===== src/rtl/core_done_controller.sv =====
// Pipelines the processor reset out to the cores and tracks per-core completion,
// the run-cycle count and a done LED for a multi-core array.
module core_done_controller #(
  parameter int NUM_CORES  = 4,
  parameter int RST_STAGES = 6,
  parameter int ADDR_WIDTH = 14,
  parameter int DONE_MODE  = 0,
  parameter int DONE_ADDR  = 32'h0000_03FF,
  parameter int CNT_WIDTH  = 32,
  parameter int LED_BLINK  = 0,
  parameter int BLINK_LOG2 = 24
) (
  input  logic                            clk,
  input  logic                            reset,
  input  logic                            i_proc_rst,
  input  logic [4*NUM_CORES-1:0]          i_dmem_wr_en,
  input  logic [ADDR_WIDTH*NUM_CORES-1:0] i_dmem_addr,
  input  logic [32*NUM_CORES-1:0]         i_dmem_wr_data,
  output logic                            o_core_reset,
  output logic [NUM_CORES-1:0]            o_done_vec,
  output logic                            o_all_done,
  output logic [CNT_WIDTH-1:0]            o_cycle_count,
  output logic                            o_count_valid,
  output logic                            o_overflow,
  output logic                            o_done_led
);

  localparam logic [ADDR_WIDTH-1:0] DONE_ADDR_L = ADDR_WIDTH'(DONE_ADDR);

  typedef enum logic [1:0] {
    ST_HOLD = 2'd0,
    ST_RUN  = 2'd1,
    ST_DONE = 2'd2
  } state_t;

  state_t                  state_r;
  state_t                  state_nxt_s;
  logic [RST_STAGES-1:0]   rst_pipe_r;
  logic [RST_STAGES-1:0]   rst_pipe_nxt_s;
  logic                    core_rst_nxt_s;
  logic [NUM_CORES-1:0]    done_evt_s;
  logic [NUM_CORES-1:0]    done_vec_r;
  logic                    all_done_r;
  logic [CNT_WIDTH-1:0]    cnt_r;
  logic                    cnt_valid_r;
  logic                    ovf_r;
  logic                    led_r;
  logic [BLINK_LOG2-1:0]   blink_r;

  // Next value of the reset shift pipeline.
  always_comb begin
    rst_pipe_nxt_s    = {RST_STAGES{1'b0}};
    rst_pipe_nxt_s[0] = i_proc_rst;
    for (int i = 1; i < RST_STAGES; i++) begin
      rst_pipe_nxt_s[i] = rst_pipe_r[i-1];
    end
  end

  // Status clears on the same edge the core reset rises, so key off the next value.
  assign core_rst_nxt_s = rst_pipe_nxt_s[RST_STAGES-1];

  // Reset pipeline register; every stage powers up asserted.
  always_ff @(posedge clk or posedge reset) begin
    if (reset) begin
      rst_pipe_r <= {RST_STAGES{1'b1}};
    end else begin
      rst_pipe_r <= rst_pipe_nxt_s;
    end
  end

  // Per-core done event decode from the data-memory store port.
  always_comb begin
    done_evt_s = {NUM_CORES{1'b0}};
    for (int k = 0; k < NUM_CORES; k++) begin
      if (DONE_MODE == 0) begin
        done_evt_s[k] = |i_dmem_wr_en[4*k +: 4];
      end else begin
        done_evt_s[k] = (|i_dmem_wr_en[4*k +: 4]) &&
                        (i_dmem_addr[ADDR_WIDTH*k +: ADDR_WIDTH] == DONE_ADDR_L) &&
                        (i_dmem_wr_data[32*k +: 32] != 32'd0);
      end
    end
  end

  // Next-state logic for the HOLD/RUN/DONE controller.
  always_comb begin
    state_nxt_s = state_r;
    if (core_rst_nxt_s) begin
      state_nxt_s = ST_HOLD;
    end else begin
      case (state_r)
        ST_HOLD: state_nxt_s = ST_RUN;
        ST_RUN: begin
          if (&done_vec_r) begin
            state_nxt_s = ST_DONE;
          end else begin
            state_nxt_s = ST_RUN;
          end
        end
        ST_DONE: state_nxt_s = ST_DONE;
        default: state_nxt_s = ST_HOLD;
      endcase
    end
  end

  // State register.
  always_ff @(posedge clk or posedge reset) begin
    if (reset) begin
      state_r <= ST_HOLD;
    end else begin
      state_r <= state_nxt_s;
    end
  end

  // Done capture, all-done flag and saturating run counter.
  always_ff @(posedge clk or posedge reset) begin
    if (reset) begin
      done_vec_r  <= {NUM_CORES{1'b0}};
      all_done_r  <= 1'b0;
      cnt_r       <= {CNT_WIDTH{1'b0}};
      cnt_valid_r <= 1'b0;
      ovf_r       <= 1'b0;
    end else if (core_rst_nxt_s) begin
      done_vec_r  <= {NUM_CORES{1'b0}};
      all_done_r  <= 1'b0;
      cnt_r       <= {CNT_WIDTH{1'b0}};
      cnt_valid_r <= 1'b0;
      ovf_r       <= 1'b0;
    end else if (state_r == ST_RUN) begin
      done_vec_r  <= done_vec_r | done_evt_s;
      all_done_r  <= &done_vec_r;
      cnt_valid_r <= &done_vec_r;
      if (cnt_r == {CNT_WIDTH{1'b1}}) begin
        ovf_r <= 1'b1;
      end else begin
        cnt_r <= cnt_r + CNT_WIDTH'(1);
      end
    end else begin
      done_vec_r  <= done_vec_r;
      all_done_r  <= all_done_r;
      cnt_valid_r <= cnt_valid_r;
    end
  end

  // Done LED: steady copy of all-done, or a blink that starts lit on entry to DONE.
  always_ff @(posedge clk or posedge reset) begin
    if (reset) begin
      led_r   <= 1'b0;
      blink_r <= {BLINK_LOG2{1'b0}};
    end else if (state_nxt_s != ST_DONE) begin
      led_r   <= 1'b0;
      blink_r <= {BLINK_LOG2{1'b0}};
    end else if (LED_BLINK == 0) begin
      led_r   <= 1'b1;
      blink_r <= {BLINK_LOG2{1'b0}};
    end else if (state_r != ST_DONE) begin
      led_r   <= 1'b1;
      blink_r <= {BLINK_LOG2{1'b0}};
    end else begin
      blink_r <= blink_r + BLINK_LOG2'(1);
      if (blink_r == {BLINK_LOG2{1'b1}}) begin
        led_r <= ~led_r;
      end
    end
  end

  assign o_core_reset  = rst_pipe_r[RST_STAGES-1];
  assign o_done_vec    = done_vec_r;
  assign o_all_done    = all_done_r;
  assign o_cycle_count = cnt_r;
  assign o_count_valid = cnt_valid_r;
  assign o_overflow    = ovf_r;
  assign o_done_led    = led_r;

endmodule


===== config.mk =====
export PLATFORM = sky130hd
export DESIGN_NAME = core_done_controller
export DESIGN_NICKNAME = d
export VERILOG_FILES = /design/src/rtl/core_done_controller.sv
export SDC_FILE = /design/constraint.sdc
export NUM_CORES = 1
export LEC_CHECK = 0
export CORE_AREA = 3 3 94 96
export DETAILED_ROUTE_END_ITERATION = 8
export DIE_AREA = 0 0 97 99
export PLACE_DENSITY_LB_ADDON = 0.25
export SYNTH_ARGS = -nofsm -noshare
export SYNTH_HDL_FRONTEND = slang
export SYNTH_SLANG_ARGS = --single-unit

===== constraint.sdc =====
create_clock -name clk -period 5.6 [get_ports clk]
set_input_delay 0.56 -clock clk [delete_from_list [all_inputs] [get_ports clk]]
set_output_delay 0.56 -clock clk [all_outputs]
set_load 0.005 [all_outputs]

==> out/summary.txt <==
==================================================================================
Critical path start-end classification                                     reg2reg
Placed Instances                                                               395
Synth Flop Type                                                       sky130_fd_sc_hd__dfrtp_1
Sequential share of the synthesized area                                     48.9%
Site row count                                                                  33
Multi-input combinational cell area                                      1130 um^2
Asr flop ratio synth                                                          100%
Setup repair bufs after CTS                                                      0
Crit-path max FO                                                                33
H-tree depth reported by CTS                                                     2
Hold-fix buffers at CTS                                                          0
Worst setup slack for register-to-register paths                           3.03 ns
Remaining number of nets flagged by the antenna check after routing              0
Comb pwr share                                                                5.8%
Area taken by flip-flops and latches                                     1180 um^2
Relative area change from synthesis to final layout                          32.0%
Sink count of the clock tree                                                    47
Sequential power share                                                       53.5%
Design internal power                                                       516 uW
PwrDens                                                                209 nW/um^2
Nature of the critical path endpoint                                      register
Largest net degree at the start of global routing                               48
GR Overflow Total                                                                0
Crit-path max cell delay                                                   0.52 ns
Class of the worst hold path                                               reg2reg
Top achievable clock speed                                                 389 MHz
Detailed-route vias per instance                                              5.46
Post-route fraction of the period consumed by the critical path              45.9%
RSZ-0062 raised after global routing                                            no
Setup crit start kind                                                     register
Crit-path slowest cell                                                sky130_fd_sc_hd__nor4_4
Post-detail-place hpwl                                                     4.39 mm
Number of flops mapped to enable cells by yosys                                  0
Crit path DAT                                                              2.72 ns
Post-synthesis net count                                                       449
Antenna violations before repair                                                 0
Number of I/O port buffers                                                      59
DIE AREA                                                                 9600 um^2
Number of non-filler instances in the completed layout                         403
Final-stage net count                                                          501
Share of cells above drive strength 1                                        10.4%
All-Layer GR Usage                                                           14.0%
Synth cell types                                                                40
Clk pin slew, worst setup/hold paths                                       0.10 ns
Syn Area/Cell                                                            9.87 um^2
Total count of max-transition violations in the final report                     0
Area share of the largest cell type after synthesis                          42.4%
Leakage power figure                                                       1.12 nW
Critical path required time                                                5.75 ns
Antenna Cells                                                                    0
Total Power                                                                 667 uW
Final routed DRC violation total                                                 0
Vias in the first global route                                                2099
Gp weighted congestion                                                       0.751
Net switching power of the design                                           151 uW
Maximum root-to-sink buffer count                                                2
Buffer type at the clock tree root                                    sky130_fd_sc_hd__clkbuf_8
Final Hold Fails                                                                 0
Slew of the pin with the lowest slew margin                               0.984 ns
Filler cells                                                                   788
Total wire length after detailed routing                                   6.50 mm
Initial DRC Count                                                              127
Count of warnings emitted by yosys                                               0
Wire length of the first global-routing pass                               11.1 mm
TritonCTS clock tree                                                           yes
Most frequent cells after synthesis                                   sky130_fd_sc_hd__dfrtp_1, sky130_fd_sc_hd__a21oi_1, sky130_fd_sc_hd__or4_1
Cell types with the largest area share after synthesis                sky130_fd_sc_hd__dfrtp_1, sky130_fd_sc_hd__a21oi_1, sky130_fd_sc_hd__or4_1
Count of TritonRoute iterations in the first routing pass                        4
Relative slew margins                                                        34.3%
Result of the run                                                        completed
Starting density of the core                                                 29.7%
Cells resized by post-CTS repair                                                 0
FF+latch count, synth                                                           47
Min Tclk post-route                                                        2.57 ns
Final Util                                                                   39.2%
Post-placement cell area                                                 3070 um^2
Total standard cell area after synthesis                                 2420 um^2
Switching share of total power                                               22.7%
Total vias in the final route                                                 2201
Finish-stage setup viols                                                         0
Setup TNS after final layout                                                  0 ns
Worst setup skew after layout                                            0.0155 ns
Clock network fraction of design power                                       40.7%
Cell taking the most area after synthesis                             sky130_fd_sc_hd__dfrtp_1
Drt wl/cell                                                                16.1 um
Series of cell instances along the critical path                      ha_1, nand3_2, or3_1, nor4_4, buf_4, or4_1, a21oi_1
Total core area                                                          8130 um^2
Top Ports                                                                      244
Count of max-cap constraint violations                                           0
Height of the die                                                            99 um
Number of buffers inserted during clock tree synthesis                           5
Horizontal extent of the die                                                 97 um
Clock latency at the later pin of the worst-skew pair                      0.31 ns
Peak supply drop                                                         0.0982 mV
Cell with the most instances after synthesis                          sky130_fd_sc_hd__dfrtp_1
Post-Synthesis Cells                                                           245
Post-route standard cell area excluding fillers                          3190 um^2
==================================================================================
metrics by stage:
| step | hold WS [ns] | setup slack [ns] |
|---|---|---|
| floorplan | 0.345 | 3.58 |
| global placement | 0.346 | 3.13 |
| detailed placement | 0.347 | 3.08 |
| CTS | 0.360 | 3.05 |
| global route | 0.365 | 2.81 |
| finish | 0.359 | 3.03 |
layout make-up:
cell class	instances	share of cell area, %
clock buffers	6	2.59
well taps	105	4.12
inverters	5	0.588
multi-input cells	177	35.4
clock inverters	2	1.22
repair buffers	61	19.0
flip-flops and latches	47	37.1
registers in the layout, indices dropped and copies added (netlist names):
| signal | cells |
|---|---|
| o_done_led | 1 |
| rst_pipe_r | 6 |
| o_cycle_count | 32 |
| o_overflow | 1 |
| state_r | 2 |
| o_done_vec | 4 |
| o_count_valid | 1 |
path summary, 6_finish.rpt:
kind	start	end	cells after the start
setup / recovery	o_cycle_count[0]	o_cycle_count[10]	7
hold / removal	rst_pipe_r[3]	rst_pipe_r[4]	0
setup reg to reg	o_cycle_count[0]	o_cycle_count[10]	7
hold reg to reg	rst_pipe_r[3]	rst_pipe_r[4]	0
max in group asynchronous	reset	o_cycle_count[14]	2
min in group asynchronous	reset	o_cycle_count[31]	2
layout by cell type, fill, tap and decap left out, drive strengths merged, types with 4 or more instances in the layout:
master | Yosys | final
nor4 | 4 | 4
inv | 5 | 6
clkbuf | 9 | 6
o31ai | 19 | 19
nor3 | 5 | 5
nand4 | 9 | 9
dfstp | 6 | 6
nor2b | 5 | 5
nand2 | 11 | 11
nor2 | 12 | 12
and4 | 5 | 5
or4 | 23 | 23
a21oi | 35 | 35
nand3 | 14 | 14
o21ai | 8 | 8
clkdlybuf4s50 | 0 | 59
dfrtp | 41 | 41
or3 | 10 | 10
mux2 | 4 | 4
worst max-delay path, delay by kind of cell, from the launching register on:
| kind | cells | cell delay [ns] |
|---|---|---|
| buffers and inverters | 1 | 0.39 |
| adders and majority gates | 1 | 0.22 |
| AOI/OAI and AO/OA | 1 | 0.06 |
| and+or+nand+nor | 4 | 1.26 |
| DFF | 1 | 0.46 |
logic make-up after synthesis:
family	share of synthesized area (%)
fa+ha+maj	0.517
mux	1.86
flops	48.9
buf+inv	4.29
compound gates	16.2
simple gates	28.1
per-layer routing:
layer	wire (um)	track usage [%]	up-vias	share of wire [%]
li1	-	-	1044	-
met3	480	4.25	7	7.4
met5	0	0	-	0
met4	75	3.89	0	1.2
met2	3020	21.2	74	46
met1	2920	19.4	1076	45
power by group through the flow:
stage	clock, mW	sequential [mW]	combinational, mW
2_1_floorplan	0	0.357	0.0189
3_3_place_gp	0	0.364	0.0396
3_5_place_dp	0	0.364	0.0399
4_1_cts	0.279	0.357	0.0401
5_1_grt	0.293	0.359	0.0441
6_report	0.271	0.357	0.0387
Power figures use the tool's default switching activity.
